File: src/rtl/seq_bit_serializer_if.sv
// -----------------------------------------------------------------------------
// seq_bit_serializer_if
// Word-in / bit-out stream bundle for seq_bit_serializer.
//   din       parallel word offered by the producer
//   din_valid producer has a word on din this cycle
//   din_ready serializer can take the word this cycle
//   x         serial bit toward the sequence detector
//   x_valid   x carries a data bit this cycle
//   last      x carries the final bit of a word this cycle
//   busy      a word is in the shifter or the holding register
// Handshake: a word moves on every rising clk edge where din_valid and
// din_ready are both high; din is ignored in every other cycle, and
// din_valid may stay high while din_ready is low without the word being taken.
// -----------------------------------------------------------------------------
interface seq_bit_serializer_if #(
  parameter int WIDTH = 8
);
  logic [WIDTH-1:0] din;
  logic             din_valid;
  logic             din_ready;
  logic             x;
  logic             x_valid;
  logic             last;
  logic             busy;

  modport master (
    output din, din_valid,
    input  din_ready, x, x_valid, last, busy
  );

  modport slave (
    input  din, din_valid,
    output din_ready, x, x_valid, last, busy
  );
endinterface

File: src/rtl/seq_bit_serializer.sv
// -----------------------------------------------------------------------------
// seq_bit_serializer
// Parallel-to-serial front end for the serial sequence detectors. Takes
// WIDTH-bit words over a valid/ready handshake and emits them one bit per
// clock on x. A one-word holding register lets the next word follow the
// current one with no idle bit. While idle, x is 0 so a downstream detector
// stays in its reset state.
// Parameters:
//   WIDTH     bits per word (2..32)
//   MSB_FIRST 1: bit WIDTH-1 goes out first; 0: bit 0 goes out first
// Ports:
//   clk       rising-edge clock
//   rst       synchronous active-high reset
//   s         stream bundle (din/din_valid/din_ready in, x/x_valid/last/busy out)
//   state_dbg current FSM state (0 = IDLE, 1 = SHIFT) for checkers
// -----------------------------------------------------------------------------
module seq_bit_serializer #(
  parameter int WIDTH     = 8,
  parameter int MSB_FIRST = 1
) (
  input  logic                clk,
  input  logic                rst,
  seq_bit_serializer_if.slave s,
  output logic                state_dbg
);

  localparam int CW = $clog2(WIDTH);
  localparam logic [CW-1:0] CNT_MAX = CW'(WIDTH - 1);

  typedef enum logic {
    IDLE  = 1'b0,
    SHIFT = 1'b1
  } state_t;

  state_t           state, state_d;
  logic [WIDTH-1:0] sh, sh_d;
  logic [CW-1:0]    cnt, cnt_d;
  logic [WIDTH-1:0] hold, hold_d;
  logic             hold_full, hold_full_d;

  logic             accept;
  logic [WIDTH-1:0] sh_shifted;
  logic             out_bit;

  // din_ready is forced low during reset so nothing is accepted in a cycle
  // whose state update is being discarded anyway.
  assign s.din_ready = !rst && !hold_full;
  assign accept      = s.din_valid && s.din_ready;

  // The output end is the bit that goes out next; the fill side takes zeros.
  always_comb begin
    if (MSB_FIRST != 0) begin
      sh_shifted = {sh[WIDTH-2:0], 1'b0};
      out_bit    = sh[WIDTH-1];
    end else begin
      sh_shifted = {1'b0, sh[WIDTH-1:1]};
      out_bit    = sh[0];
    end
  end

  always_ff @(posedge clk) begin
    if (rst) begin
      state     <= IDLE;
      sh        <= '0;
      cnt       <= '0;
      hold      <= '0;
      hold_full <= 1'b0;
    end else begin
      state     <= state_d;
      sh        <= sh_d;
      cnt       <= cnt_d;
      hold      <= hold_d;
      hold_full <= hold_full_d;
    end
  end

  always_comb begin
    state_d     = state;
    sh_d        = sh;
    cnt_d       = cnt;
    hold_d      = hold;
    hold_full_d = hold_full;

    unique case (state)
      IDLE: begin
        if (accept) begin
          sh_d    = s.din;
          cnt_d   = CNT_MAX;
          state_d = SHIFT;
        end
      end

      SHIFT: begin
        if (cnt != '0) begin
          sh_d  = sh_shifted;
          cnt_d = cnt - 1'b1;
          // Park the next word; it is loaded when the current one finishes.
          if (accept) begin
            hold_d      = s.din;
            hold_full_d = 1'b1;
          end
        end else begin
          // Final bit of the word is on x: reload without a gap if possible.
          // din_ready is low here whenever hold_full is set, so the held word
          // and a fresh accept never compete.
          if (hold_full) begin
            sh_d        = hold;
            cnt_d       = CNT_MAX;
            hold_full_d = 1'b0;
          end else if (accept) begin
            sh_d  = s.din;
            cnt_d = CNT_MAX;
          end else begin
            state_d = IDLE;
          end
        end
      end

      default: state_d = IDLE;
    endcase
  end

  assign s.x       = (state == SHIFT) ? out_bit : 1'b0;
  assign s.x_valid = (state == SHIFT);
  assign s.last    = (state == SHIFT) && (cnt == '0);
  assign s.busy    = (state == SHIFT) || hold_full;
  assign state_dbg = (state == SHIFT);

endmodule

File: src/flat_wrapper.sv
// flat-port wrapper written by rule: the top's interface ports become plain ports
module seq_bit_serializer_flat 
#(
  parameter int WIDTH     = 8,
  parameter int MSB_FIRST = 1
)
  (clk, rst, state_dbg, s_din, s_din_valid, s_din_ready, s_x, s_x_valid, s_last, s_busy);
  seq_bit_serializer_if #(.WIDTH(WIDTH)) s_i ();
  input  logic clk;
  input  logic rst;
  output logic state_dbg;
  input wire logic [$bits(s_i.din)-1:0] s_din;
  input wire logic [$bits(s_i.din_valid)-1:0] s_din_valid;
  output wire logic [$bits(s_i.din_ready)-1:0] s_din_ready;
  output wire logic [$bits(s_i.x)-1:0] s_x;
  output wire logic [$bits(s_i.x_valid)-1:0] s_x_valid;
  output wire logic [$bits(s_i.last)-1:0] s_last;
  output wire logic [$bits(s_i.busy)-1:0] s_busy;
  assign s_i.din = s_din;
  assign s_i.din_valid = s_din_valid;
  assign s_din_ready = s_i.din_ready;
  assign s_x = s_i.x;
  assign s_x_valid = s_i.x_valid;
  assign s_last = s_i.last;
  assign s_busy = s_i.busy;
  seq_bit_serializer #(.WIDTH(WIDTH), .MSB_FIRST(MSB_FIRST)) u_core (.clk(clk), .rst(rst), .s(s_i), .state_dbg(state_dbg));
endmodule
File: config.mk
export PLATFORM = sky130hd
export DESIGN_NAME = seq_bit_serializer_flat
export DESIGN_NICKNAME = d
export VERILOG_FILES = /design/src/rtl/seq_bit_serializer_if.sv /design/src/rtl/seq_bit_serializer.sv /design/src/flat_wrapper.sv
export SDC_FILE = /design/constraint.sdc
export NUM_CORES = 1
export LEC_CHECK = 0
export CORE_ASPECT_RATIO = 0.5
export CORE_MARGIN = 3
export CORE_UTILIZATION = 34
export DETAILED_ROUTE_END_ITERATION = 7
export PLACE_DENSITY = 0.66
export SYNTH_ARGS = -nofsm -noshare
export SYNTH_HDL_FRONTEND = slang
export SYNTH_SLANG_ARGS = --single-unit
export TNS_END_PERCENT = 10
File: constraint.sdc
create_clock -name clk -period 1.4 [get_ports clk]
set_input_delay 0.35 -clock clk [delete_from_list [all_inputs] [get_ports clk]]
set_output_delay 0.35 -clock clk [all_outputs]
set_load 0.02 [all_outputs]
==> impl_metrics.ini <==
[critical_path]
rrSetupSlack_ns = -0.08
critPathMaxFanout = 2
end_kind = output port
regToRegStartpoint = u_core.cnt[0]
r2r_end = u_core.sh[7]
worstRegToRegCells = 8
crit_path_start_kind = flop
crit_type = flop to output port
critical_path_required_ns = 1.05
arrival_ns = 1.20

[place]
dp_hpwl_um = 2030
placed_cell_area_sq_um = 1420
portBuffers = 16
place_congestion = 0.794

[die]
fp-row-count = 14
design.core.area_sq_um = 3070
start_util_pct = 36.5
die_y_um = 46.6
die-area_sq_um = 4060
chipWidth_um = 87.2
io_pins = 17

[hold_path]
hp-class = flop to flop
hold_end = u_core.hold[2]
worstHoldStart = u_core.hold[2]
whs_path_depth = 2

[run]
maxCapViolations = 0

[sta]
fin_worst_skew_ns = 0.00618
final.period_utilization_pct = 110
layout_setup_ws_ns = -0.147
hold_violations = 0
slew_headroom_pct = 80.2
slew_violations = 0
clock.fmax_ghz = 0.646
worst_pin_slew_ns = 0.297
fin_crit_ns = 1.55
rsz0062_at_grt = true
final-setup-viol-count = 4

[drt]
dr.first_iter.drc_count = 75
vias = 1017
drtAntennaViolNets = 0
dr_wl_met3_um = 79
route.met2.wl_um = 1330
firstDrtPassIters = 4
post_drt_via_cell_ratio = 5.16
met1_length_um = 1480
highest_layer = met4
drcViolationCount = 0
wirelength_um = 2900
wl_per_cell_um = 14.7

[synthesis]
synth-seq-area-share_pct = 37.5
async_flop_share_pct = 0
synth_ff_type = dfxtp_1
syn-instance-count = 122
yosys_register_bits = 21
yosys_warnings = 0
synth_cell_type_count = 36
syn_area_per_cell_sq_um = 9.18
synth_fp_nets = 135
syn_area_sq_um = 1120
synth-edff-count = 0

[global_routing]
grt_pass1_wl_um = 4540
antenna_found_initial = 0
grt_max_degree = 14
grt_pass1_vias = 916
track_usage_pct = 14.6
grt-ovfl-total = 0

[cells_and_area]
layout-drive-gt1-share_pct = 42.7
diodes = 0
finalCoreUtilization_pct = 52.4
nets = 171
fin_area_sq_um = 1610
area_growth_pct = 43.6
final_common_cell = buf_4
final_cell_mix = buf_4, nor2_1, dfxtp_1, mux2i_1, clkdlybuf4s50_1

[power_and_ir_drop]
vdd_drop_max_mv = 0.448
leakagePower_nw = 0.699
power_per_cell_area_nw_per_um2 = 953

[clock_network]
ctsLongestPathBuffers = 2
cts_num_sinks = 21
cts_tree = yes
htree_levels = 1
clk_pin_slew_ns = 0.07
clock_latency_ns = 0.26
hold_buffers = 0
numCtsBuffers = 3
root_buffer = clkbuf_8

[run_status]
violations = negative setup slack
run_status = complete, but fails checks
worst max-delay path by stage:
stage | start | slack [ns] | cells past startpoint | to
2_1_floorplan | u_core.s.x_valid | -0.006 | 3 | s_busy
3_3_place_gp | rst | -0.53 | 3 | s_din_ready
3_5_place_dp | rst | -0.55 | 7 | u_core.sh[4]
4_1_cts | u_core.cnt[0] | -0.16 | 5 | s_last
5_1_grt | u_core.cnt[1] | -0.19 | 5 | s_last
6_report | u_core.cnt[0] | -0.15 | 5 | s_last
final cells by class:
class                      count  area (sq um)
timing repair buffer          40           334
fill                         278          1460
multi-input combinational     90           741
clock buffer                   4          45.0
tap                           40          50.0
sequential                    21           430
inverter                       2          7.51
cells in the mapped netlist, types with 2 or more instances:
master,instances,share of area [%]
inv_1,2,0.67
nor3_1,2,0.89
nor4_1,3,1.7
buf_2,2,0.89
mux2i_1,13,12
nand2b_1,6,3.4
a21oi_1,5,2.2
a211oi_1,2,1.3
nor2b_1,2,1.1
mux2_2,3,3.0
clkbuf_1,2,0.67
a31oi_1,3,1.7
dfxtp_1,21,38
buf_4,2,1.3
ha_1,2,2.2
o22ai_1,4,2.2
nand3b_1,3,2.0
nor2_1,19,6.4
and3_1,4,2.2
buf_6,2,2.0
and2_1,3,1.7
or3_1,3,1.7
per-stage QoR:
stage / setup slack [ns] / hold WS (ns) / cells / power [W] / setup TNS [ns]
2_1_floorplan: -0.00629 / 0.443 / 122 / 0.000896 / -0.0100
3_3_place_gp: -0.529 / 0.472 / 189 / 0.00105 / -10.89
3_5_place_dp: -0.554 / 0.483 / 189 / 0.00106 / -11.60
4_1_cts: -0.159 / 0.502 / 194 / 0.00149 / -0.168
5_1_grt: -0.193 / 0.517 / 197 / 0.00161 / -0.979
6_report: -0.147 / 0.500 / 197 / 0.00153 / -0.270
critical path, stage by stage (launching register included):
cell and delay, ns:
dfxtp_2 0.33, inv_2 0.08, ha_4 0.13, nor2b_4 0.14, and2_4 0.15, buf_6 0.11
layer usage:
| layer | global-route usage, % | vias up |
|---|---|---|
| li1 | - | 507 |
| met1 | 19.8 | 493 |
| met2 | 24.0 | 15 |
| met3 | 4.29 | 2 |
| met4 | 1.83 | 0 |
| met5 | 0 | - |
logic make-up after synthesis:
kind of cell | Yosys count | share of synthesized area [%]
and+or+nand+nor | 53 | 27.3
DFF | 21 | 37.5
AOI/OAI and AO/OA | 19 | 12.4
muxes | 16 | 14.6
buffers and inverters | 11 | 5.92
adders and majority gates | 2 | 2.23
repair_timing:
| item | in CTS | in global routing |
|---|---|---|
| setup buffers | 1 | 3 |
| setup endpoints to repair | 26 | 20 |
| pin swaps | 2 | 9 |
| gates resized for setup | 43 | 20 |
power by group:
part | switching, W | internal [W]
combinational | 0.000219 | 0.000244
clock | 0.000202 | 0.000203
sequential | 0.0000310 | 0.000634
total | 0.000452 | 0.00108
state kept, by name (all words and copies together) (netlist names):
name	flops
u_core.hold	8
u_core.sh	8
u_core.cnt	3
u_core.hold_full	1
u_core.s.x_valid	1
Note: power is estimated with default switching activity, not from simulation.
==> edit: new RTL, config.mk and constraints unchanged <==
`MSB_FIRST` is set to 1 in 2 places; all go to 0. Comments in the files are not updated.
--- a/src/rtl/seq_bit_serializer.sv
+++ b/src/rtl/seq_bit_serializer.sv
@@ -18,3 +18,3 @@
   parameter int WIDTH     = 8,
-  parameter int MSB_FIRST = 1
+  parameter int MSB_FIRST = 0
 ) (
--- a/src/flat_wrapper.sv
+++ b/src/flat_wrapper.sv
@@ -4,3 +4,3 @@
   parameter int WIDTH     = 8,
-  parameter int MSB_FIRST = 1
+  parameter int MSB_FIRST = 0
 )
Function: changed (a bounded check fails within 4 cycles, from zero or initial values and one cycle with rst high).
==> edit against the original RTL <==
  * The flow still finishes with violations (setup timing)
  * Routed wire length decreased by 7.5%
  * Count of clock-buffer cells in the layout unchanged
  * Worst setup slack improved by 14 ps
  * Sequential cell count unchanged
  * Global-route usage decreased by 0.34 points
  * Register-to-register slack improved by 70 ps
  * Hold slack got worse by 5.7 ps
  * Total power decreased by 1.2%
  * Cell area decreased by 0.54%
  * Area after synthesis increased by 0.45%
  * Critical path depth unchanged
  * Critical path type unchanged
  * Critical endpoint unchanged
==> edit: results (changes against the original RTL) <==
Net Sw Power 434 uW (-3.9%); Synth cell types 33 (-8.3%); R2R Path Start u_core.cnt[1]$_SDFF_PP0_; Final #Nets 175 (+2.3%); via count 1,015 (-0.20%); Final HPWL DP 1950 microns (-4.2%); failing checks setup timing; Hold Crit Start u_core.hold[1]$_SDFFE_PP0P_; Final WS setup -133 ps (+13.8 ps); WP data arrival 1180 ps (-20 ps); status finished, violations left; leading post-synthesis cells by cell area dfxtp_1 37%, mux2i_1 12%, nor2_1 4.7%; share of cells above drive strength 1 0.385 (-0.0417); slowest cell on the critical path dfxtp_2; syn_nets 136 (+0.74%); first-pass GRT wire length 4410 microns (-2.9%); worst-margin pin slew 269 ps (-27.9 ps); register area share after synthesis 0.374 (-0.00167); pin count of the biggest net entering global routing 15 (+1); VDD IR max 0.000425 V (-5.1%); total track usage 0.143 (-0.00338); endpoints failing setup 3 (-1); clk root buf clkbuf_8; most common library cells after synthesis 21 x dfxtp_1, 14 x nor2_1, 13 x mux2i_1; H-tree Lvls 1 (unchanged); WL per Instance 13.3 microns (-9.4%); GP Congestion 0.807 (+1.6%); 1st-iter DRT viols 44 (-41%); setup_tns -152 ps (+118 ps)
[edit: cell count changes after synthesis, moves of 3 or more]
cell / delta
nor2_1: -5
nor4_1: -3
mux2_2: -3
nand2_1: +3
a21oi_2: +3
[edit: timing repair]
action | CTS | global route
buffers inserted | 1 | 1
resized for setup | 44 | 8
hold endpoints to repair | 0 | 0
pin swaps | 5 | 4
setup endpoints to repair | 26 | 24
[edit: kinds of logic (layout without fill, tap and decap cells)]
logic type      after synthesis  count (layout)  share of synthesized area
simple gates                 49              49                      0.251
compound gates               26              26                      0.179
flops                        21              21                      0.374
mux                          13              13                      0.116
buf+inv                      12              50                     0.0578
fa+ha+maj                     2               2                     0.0222
[edit: worst paths after layout]
path                                 end  slack (ps)
max                               s_last        -130
min          u_core.hold[1]$_SDFFE_PP0P_         490
max reg2reg      u_core.sh[1]$_SDFF_PP0_         -10
min reg2reg  u_core.hold[1]$_SDFFE_PP0P_         490
[edit: metrics by stage]
stage / area (sq um) / worst slack (ps) / power, mW / std cells
finish: 1600 / -133 / 1.52 / 201
global route: 1600 / -180 / 1.61 / 201
CTS: 1570 / -142 / 1.51 / 200
detailed placement: 1470 / -567 / 1.07 / 195
global placement: 1470 / -579 / 1.06 / 195
floorplan: 1130 / -13.9 / 0.892 / 123
[edit: layout make-up]
class	instances	area, sq um
well taps	40	50.0
repair buffers	43	365
inverters	3	11.3
flip-flops and latches	21	428
clock buffers	4	45.0
fillers	274	1480
multi-input cells	90	699
[edit: power groups by stage]
| stage | Sequential [mW] | Clock, mW | Combinational [mW] |
|---|---|---|---|
| floorplan | 0.665 | 0 | 0.227 |
| global placement | 0.667 | 0 | 0.393 |
| detailed placement | 0.668 | 0 | 0.403 |
| CTS | 0.660 | 0.417 | 0.436 |
| global route | 0.664 | 0.445 | 0.498 |
| finish | 0.659 | 0.399 | 0.457 |
[edit: worst min-delay path: cells and delay by family, from the launching register on]
| kind | cells | cell delay [ps] |
|---|---|---|
| DFF | 1 | 330 |
| and+or+nand+nor | 1 | 70 |
| muxes | 1 | 60 |
[edit: routing by layer]
metal | wire length, microns | global-route usage | up-vias
met1 | 1300 | 0.191 | 482
met3 | 89 | 0.0429 | 0
met2 | 1300 | 0.237 | 18
met5 | 0 | 0 | -
met4 | 0 | 0.0183 | 0
li1 | - | - | 515
